==> src/rtl/dmem_lsu_pkg.sv <==
// Shared memory-access constants and the LSU state type for the RV32I Memory stage.
// Used by dmem_lsu (LSU_MISALIGN_TRAP_EN selects trap vs. force-align) and load_extend.
package riscv_mem_pkg;

  localparam logic [2:0] F3_LB  = 3'b000;
  localparam logic [2:0] F3_LH  = 3'b001;
  localparam logic [2:0] F3_LW  = 3'b010;
  localparam logic [2:0] F3_LBU = 3'b100;
  localparam logic [2:0] F3_LHU = 3'b101;
  localparam logic [2:0] F3_SB  = 3'b000;
  localparam logic [2:0] F3_SH  = 3'b001;
  localparam logic [2:0] F3_SW  = 3'b010;

  typedef enum logic [1:0] {
    ST_IDLE = 2'd0,
    ST_REQ  = 2'd1,
    ST_DONE = 2'd2
  } lsu_state_e;

  localparam logic [1:0] SZ_BYTE = 2'd0;
  localparam logic [1:0] SZ_HALF = 2'd1;
  localparam logic [1:0] SZ_WORD = 2'd2;

  // Unlisted encodings (011, 110, 111) fall through to word size.
  function automatic logic [1:0] access_size(input logic [2:0] funct3);
    if (funct3[1])      return SZ_WORD;
    else if (funct3[0]) return SZ_HALF;
    else                return SZ_BYTE;
  endfunction

endpackage

==> src/rtl/dmem_lsu_if.sv <==
// Data-memory bus between the LSU (master) and the data memory (slave).
interface dmem_if;
  // Handshake: the master raises DMemReq with DMemWe/DMemAddr/DMemWData/DMemWStrb
  // and keeps them stable until a cycle in which DMemReady is high; that cycle
  // completes the transfer and DMemRData is valid in it for reads.
  logic        DMemReq;
  logic        DMemWe;
  logic [31:0] DMemAddr;
  logic [31:0] DMemWData;
  logic [3:0]  DMemWStrb;
  logic        DMemReady;
  logic [31:0] DMemRData;

  modport master (
    output DMemReq, DMemWe, DMemAddr, DMemWData, DMemWStrb,
    input  DMemReady, DMemRData
  );

  modport slave (
    input  DMemReq, DMemWe, DMemAddr, DMemWData, DMemWStrb,
    output DMemReady, DMemRData
  );
endinterface

==> src/rtl/dmem_lsu_load_extend.sv <==
// Load lane select and sign/zero extension of a 32-bit memory read word.
module load_extend
  import riscv_mem_pkg::*;
(
  input  logic [31:0] rdata,
  input  logic [1:0]  addr,
  input  logic [2:0]  funct3,
  output logic [31:0] data
);

  logic [7:0]  byte_sel;
  logic [15:0] half_sel;

  always_comb begin
    byte_sel = rdata[7:0];
    case (addr)
      2'd0: byte_sel = rdata[7:0];
      2'd1: byte_sel = rdata[15:8];
      2'd2: byte_sel = rdata[23:16];
      2'd3: byte_sel = rdata[31:24];
      default: byte_sel = rdata[7:0];
    endcase
    half_sel = addr[1] ? rdata[31:16] : rdata[15:0];
  end

  always_comb begin
    data = rdata;
    case (funct3)
      F3_LB:   data = {{24{byte_sel[7]}}, byte_sel};
      F3_LH:   data = {{16{half_sel[15]}}, half_sel};
      F3_LBU:  data = {24'd0, byte_sel};
      F3_LHU:  data = {16'd0, half_sel};
      default: data = rdata;
    endcase
  end

endmodule

==> src/rtl/dmem_lsu.sv <==
// Memory-stage load/store unit: one request/ready transaction per op, stalling the pipe.
// Define LSU_MISALIGN_TRAP_EN to trap misaligned ops instead of force-aligning them.
module dmem_lsu
  import riscv_mem_pkg::*;
(
  input  logic        clk,
  input  logic        reset,
  input  logic        MemReadM,
  input  logic        MemWriteM,
  input  logic [2:0]  Funct3M,
  input  logic [31:0] ALUResultM,
  input  logic [31:0] WriteDataM,
  output logic [31:0] ReadDataM,
  output logic        StallM,
  output logic        MisalignM,
  dmem_if.master      dmem,
  output lsu_state_e  state_dbg
);

  lsu_state_e  state_q, state_d;
  logic        start;
  logic        mem_op;
  logic        trap;
  logic [1:0]  size;
  logic [1:0]  off;
  logic [3:0]  strb;
  logic [31:0] wdata;
  logic [31:0] ext_data;

  logic        req_q;
  logic        we_q;
  logic [31:0] addr_q;
  logic [31:0] wdata_q;
  logic [3:0]  strb_q;
  logic [2:0]  f3_q;
  logic [1:0]  off_q;
  logic [31:0] read_data_q;

  assign mem_op = MemReadM | MemWriteM;
  assign size   = access_size(Funct3M);

`ifdef LSU_MISALIGN_TRAP_EN
  logic misaligned;
  assign misaligned = ((size == SZ_HALF) && ALUResultM[0]) ||
                      ((size == SZ_WORD) && (ALUResultM[1:0] != 2'b00));
  assign trap      = (state_q == ST_IDLE) && mem_op && misaligned;
  assign MisalignM = trap;
`else
  assign trap      = 1'b0;
  assign MisalignM = 1'b0;
`endif

  // Offset with misaligned low bits dropped; a trapped op never uses it.
  always_comb begin
    off = ALUResultM[1:0];
    if (size == SZ_WORD)      off = 2'b00;
    else if (size == SZ_HALF) off = {ALUResultM[1], 1'b0};
  end

  always_comb begin
    strb  = 4'b1111;
    wdata = WriteDataM;
    case (size)
      SZ_BYTE: begin strb = 4'b0001 << off; wdata = {4{WriteDataM[7:0]}};  end
      SZ_HALF: begin strb = 4'b0011 << off; wdata = {2{WriteDataM[15:0]}}; end
      default: begin strb = 4'b1111;        wdata = WriteDataM;            end
    endcase
    if (!MemWriteM) strb = 4'b0000;
  end

  always_ff @(posedge clk or posedge reset) begin
    if (reset) state_q <= ST_IDLE;
    else       state_q <= state_d;
  end

  always_comb begin
    state_d = state_q;
    StallM  = 1'b0;
    start   = 1'b0;
    case (state_q)
      ST_IDLE: begin
        if (mem_op && !trap) begin
          StallM  = 1'b1;
          start   = 1'b1;
          state_d = ST_REQ;
        end
      end
      ST_REQ: begin
        StallM = 1'b1;
        if (dmem.DMemReady) state_d = ST_DONE;
      end
      ST_DONE: state_d = ST_IDLE;
      default: state_d = ST_IDLE;
    endcase
  end

  load_extend u_load_extend (
    .rdata  (dmem.DMemRData),
    .addr   (off_q),
    .funct3 (f3_q),
    .data   (ext_data)
  );

  always_ff @(posedge clk or posedge reset) begin
    if (reset) begin
      req_q       <= 1'b0;
      we_q        <= 1'b0;
      addr_q      <= 32'd0;
      wdata_q     <= 32'd0;
      strb_q      <= 4'd0;
      f3_q        <= 3'd0;
      off_q       <= 2'd0;
      read_data_q <= 32'd0;
    end else begin
      if (start) begin
        req_q   <= 1'b1;
        we_q    <= MemWriteM;
        addr_q  <= {ALUResultM[31:2], 2'b00};
        wdata_q <= wdata;
        strb_q  <= strb;
        f3_q    <= Funct3M;
        off_q   <= off;
      end else if (state_q == ST_REQ && dmem.DMemReady) begin
        req_q <= 1'b0;
        if (!we_q) read_data_q <= ext_data;
      end
    end
  end

  assign dmem.DMemReq   = req_q;
  assign dmem.DMemWe    = we_q;
  assign dmem.DMemAddr  = addr_q;
  assign dmem.DMemWData = wdata_q;
  assign dmem.DMemWStrb = strb_q;
  assign ReadDataM      = read_data_q;
  assign state_dbg      = state_q;

endmodule

==> src/flat_wrapper.sv <==
// flat-port wrapper written by rule: the top's interface ports become plain ports
module dmem_lsu_flat import riscv_mem_pkg::*;
  (clk, reset, MemReadM, MemWriteM, Funct3M, ALUResultM, WriteDataM, ReadDataM, StallM, MisalignM, state_dbg, dmem_DMemReq, dmem_DMemWe, dmem_DMemAddr, dmem_DMemWData, dmem_DMemWStrb, dmem_DMemReady, dmem_DMemRData);
  dmem_if dmem_i ();
  input  logic clk;
  input  logic reset;
  input  logic MemReadM;
  input  logic MemWriteM;
  input  logic [2:0] Funct3M;
  input  logic [31:0] ALUResultM;
  input  logic [31:0] WriteDataM;
  output logic [31:0] ReadDataM;
  output logic StallM;
  output logic MisalignM;
  output lsu_state_e state_dbg;
  output wire logic [$bits(dmem_i.DMemReq)-1:0] dmem_DMemReq;
  output wire logic [$bits(dmem_i.DMemWe)-1:0] dmem_DMemWe;
  output wire logic [$bits(dmem_i.DMemAddr)-1:0] dmem_DMemAddr;
  output wire logic [$bits(dmem_i.DMemWData)-1:0] dmem_DMemWData;
  output wire logic [$bits(dmem_i.DMemWStrb)-1:0] dmem_DMemWStrb;
  input wire logic [$bits(dmem_i.DMemReady)-1:0] dmem_DMemReady;
  input wire logic [$bits(dmem_i.DMemRData)-1:0] dmem_DMemRData;
  assign dmem_DMemReq = dmem_i.DMemReq;
  assign dmem_DMemWe = dmem_i.DMemWe;
  assign dmem_DMemAddr = dmem_i.DMemAddr;
  assign dmem_DMemWData = dmem_i.DMemWData;
  assign dmem_DMemWStrb = dmem_i.DMemWStrb;
  assign dmem_i.DMemReady = dmem_DMemReady;
  assign dmem_i.DMemRData = dmem_DMemRData;
  dmem_lsu u_core (.clk(clk), .reset(reset), .MemReadM(MemReadM), .MemWriteM(MemWriteM), .Funct3M(Funct3M), .ALUResultM(ALUResultM), .WriteDataM(WriteDataM), .ReadDataM(ReadDataM), .StallM(StallM), .MisalignM(MisalignM), .dmem(dmem_i), .state_dbg(state_dbg));
endmodule
==> config.mk <==
export PLATFORM = sky130hd
export DESIGN_NAME = dmem_lsu_flat
export DESIGN_NICKNAME = d
export VERILOG_FILES = /design/src/rtl/dmem_lsu_pkg.sv /design/src/rtl/dmem_lsu_if.sv /design/src/rtl/dmem_lsu_load_extend.sv /design/src/rtl/dmem_lsu.sv /design/src/flat_wrapper.sv
export SDC_FILE = /design/constraint.sdc
export NUM_CORES = 1
export LEC_CHECK = 0
export BUFFER_PORTS_ARGS = -buffer_cell sky130_fd_sc_hd__buf_2
export CAP_MARGIN = 10
export CORE_MARGIN = 1
export CORE_UTILIZATION = 31
export CTS_CLUSTER_SIZE = 14
export DETAILED_ROUTE_END_ITERATION = 10
export GPL_TIMING_DRIVEN = 0
export PLACE_DENSITY = 0.66
export SLEW_MARGIN = 20
export SYNTH_ARGS = -nofsm -noshare
export SYNTH_HDL_FRONTEND = slang
export SYNTH_HIERARCHICAL = 1
export SYNTH_SLANG_ARGS = --single-unit
==> constraint.sdc <==
create_clock -name clk -period 5.6 [get_ports clk]
set_input_delay 1.68 -clock clk [delete_from_list [all_inputs] [get_ports clk]]
set_output_delay 1.68 -clock clk [all_outputs]
set_load 0.005 [all_outputs]
==> impl_results.md <==
* Status: complete, no violations
* Worst Tran Pin Value at 0.625 ns
* Cts repair resizes at 0
* Minimum clock period after layout at 4.31 ns
* Synthesized cell area at 4990 µm²
* Max Clk Rate at 232 MHz
* Crit-path leading delay family: simple AND/OR/NAND/NOR gates
* Yosys reg bits at 107
* Row cnt at 46
* Core Util, Final at 0.418
* Die X at 129 µm
* Kind of critical path: primary input to output pin
* Leak Pwr at 3.27 nW
* Fill count at 1558
* Layout cells sized above 1 at 0.509
* Layout Skew at 0.00894 ns
* Post-CTS Hold Buffers at 0
* Data required time at the worst endpoint at 3.92 ns
* Number of global-route vias before repair at 4085
* Initial DRC Count at 176
* Setup TNS at 0 ns
* Syn-to-layout area delta at 32.4%
* I/O pins at 210
* Total GRT Usage at 0.180
* Slew margin rel. at 0.582
* Pwr dens at 544 nW/µm²
* GPL Wtd Cong at 0.802
* Hold Path Class: flop to flop
* CP arrival at 2.63 ns
* Worst Setup Start Kind: primary input
* Initial Util at 0.315
* Count of pins over their slew limit at 0
* Buffers & Inverters on Critical Path at 3
* Fin nets at 747
* Peak supply drop at 0.202 mV
* DRT Pass-1 Iters at 4
* Worst Slack Setup Final at 1.29 ns
* Crit path largest cell delay at 0.24 ns
* WL met2 at 6950 µm
* Total Routed Length at 14600 µm
* Clock Latency Late Sink at 0.36 ns
* R2R cell count at 7
* Dpl ws at 1.29 ns
* Ant. Diodes at 0
* H-tree levels at 3
* Post-Syn Instances at 423
* Total number of vias at 4189
* Final hold violations at 0
* Placeable Area at 15800 µm²
* EDFF count, synth at 0
* Post-DP HPWL at 10900 µm
* Final Power at 3.60 mW
* Critical path cell sequence: buf_2 -> or2_1 -> buf_6 -> nand2_1 -> nand2_1 -> buf_2
* Initial antenna violation count at 0
* Critical-path maximum fanout at 8
* Vias/cell at 4.85
* Post-CTS setup buffer count at 0
* Top sig layer: met4
* Hold path depth at 1
* Top FF cell, synth: dfrtp_1
* First-pass GRT wire length at 22400 µm
* TritonCTS clock tree: yes
* Commonest non-fill, non-tap cell in the layout: buf_2
* Sink Count at 107
* DRC at 0
* Seq/Total Area, Yosys at 0.536
* Reg clk slew, reported paths at 0.07 ns
* Unrepaired setup endpoints after global routing: false
* Most frequent cells in the layout: buf_2, dfrtp_1, mux2_2
* Final Setup Violations at 0
* Distinct cells, synth at 35
* Maxcap violations at 0
* Die area at 16600 µm²
* Synth Warn # at 6
* Routed WL per cell at 16.8 µm
* Crit path capture type: output pin
* Global route overflow at 0
* CTS Buffer Depth at 2
* Routed Antenna Nets at 0
* CTS buffer count at 9
* CTS root buffer: clkbuf_16
* Synth async-reset ratio at 1.00
* Mean Syn Cell Area at 11.8 µm²
* WL met3 at 1270 µm
* Wl on met1 at 6070 µm
* # port buffers at 206
* Pin count of the biggest net entering global routing at 68
* Final period util at 0.769
* Chip height at 129 µm
* CP Depth at 6
* Critical-path top delay cell: nand2_1
==> metrics by stage <==
stage / cell area (µm²) / instances / hold WS (ns)
2_1_floorplan: 5000 / 425 / 0.479
3_3_place_gp: 6300 / 847 / 0.470
3_5_place_dp: 6330 / 848 / 0.473
4_1_cts: 6610 / 864 / 0.493
5_1_grt: 6610 / 864 / 0.508
6_report: 6610 / 864 / 0.490
==> worst paths after layout <==
kind,from,to,slack [ns]
min in group asynchronous,reset,u_core/dmem.DMemAddr[10],1.33
max reg2reg,u_core/off_q[1],u_core/ReadDataM[15],3.46
max in group asynchronous,reset,u_core/dmem.DMemWStrb[0],3.60
min reg2reg,u_core/dmem.DMemWStrb[0],u_core/dmem.DMemWStrb[0],0.49
min,u_core/dmem.DMemWStrb[0],u_core/dmem.DMemWStrb[0],0.49
max,MemWriteM,StallM,1.29
==> Yosys cell counts, drive strengths merged (3+ instances only) <==
cell	number	area share
a21oi	32	0.032
o21ai	10	0.010
mux2	81	0.19
nor2b	3	0.0038
o2bb2ai	4	0.0070
a22oi	21	0.032
nand3	3	0.0030
inv	5	0.0038
clkbuf	12	0.0090
mux2i	10	0.020
a22o	8	0.014
a31oi	16	0.020
buf	21	0.032
nand2	67	0.050
dfrtp	107	0.54
nor2	7	0.0053
==> area by class of cell <==
cell class              instances  area, µm²  area share
multi-input cells             280       2100       0.317
plain buffers                  33        206      0.0312
well taps                     216        270      0.0409
clock inverters                 7       52.6     0.00795
clock buffers                   9        225      0.0341
repair buffers                207       1060       0.160
flip-flops and latches        107       2680       0.405
inverters                       5       23.8     0.00360
==> state kept, by name, summed over array words and instances, names as in the netlist <==
register	count
u_core/dmem.DMemWData	32
u_core/state_dbg	2
u_core/dmem.DMemWe	1
u_core/ReadDataM	32
u_core/off_q	2
u_core/dmem.DMemReq	1
u_core/f3_q	3
u_core/dmem.DMemAddr	30
u_core/dmem.DMemWStrb	4
==> layer usage <==
metal  vias up  global-route usage
met5         -                   0
met4         0              0.0727
met3        15              0.0532
met2       191               0.300
met1      2032               0.218
li1       1951                   -
==> where the power goes <==
part	switching [mW]	leakage [nW]	internal, mW	total [mW]
Combinational	0.779	1.87	0.843	1.62
Sequential	0.209	1.27	1.16	1.36
Clock	0.304	0.136	0.304	0.609
==> logic make-up (layout without fill, tap and decap cells) <==
group / after synthesis / after routing / share of synthesized area
buf+inv: 38 / 261 / 0.0451
compound gates: 97 / 97 / 0.125
mux: 92 / 92 / 0.216
flops: 107 / 107 / 0.536
other cells: 1 / 3 / 0.000751
simple gates: 88 / 88 / 0.0760
No activity file was read; power rests on OpenSTA's default activity.
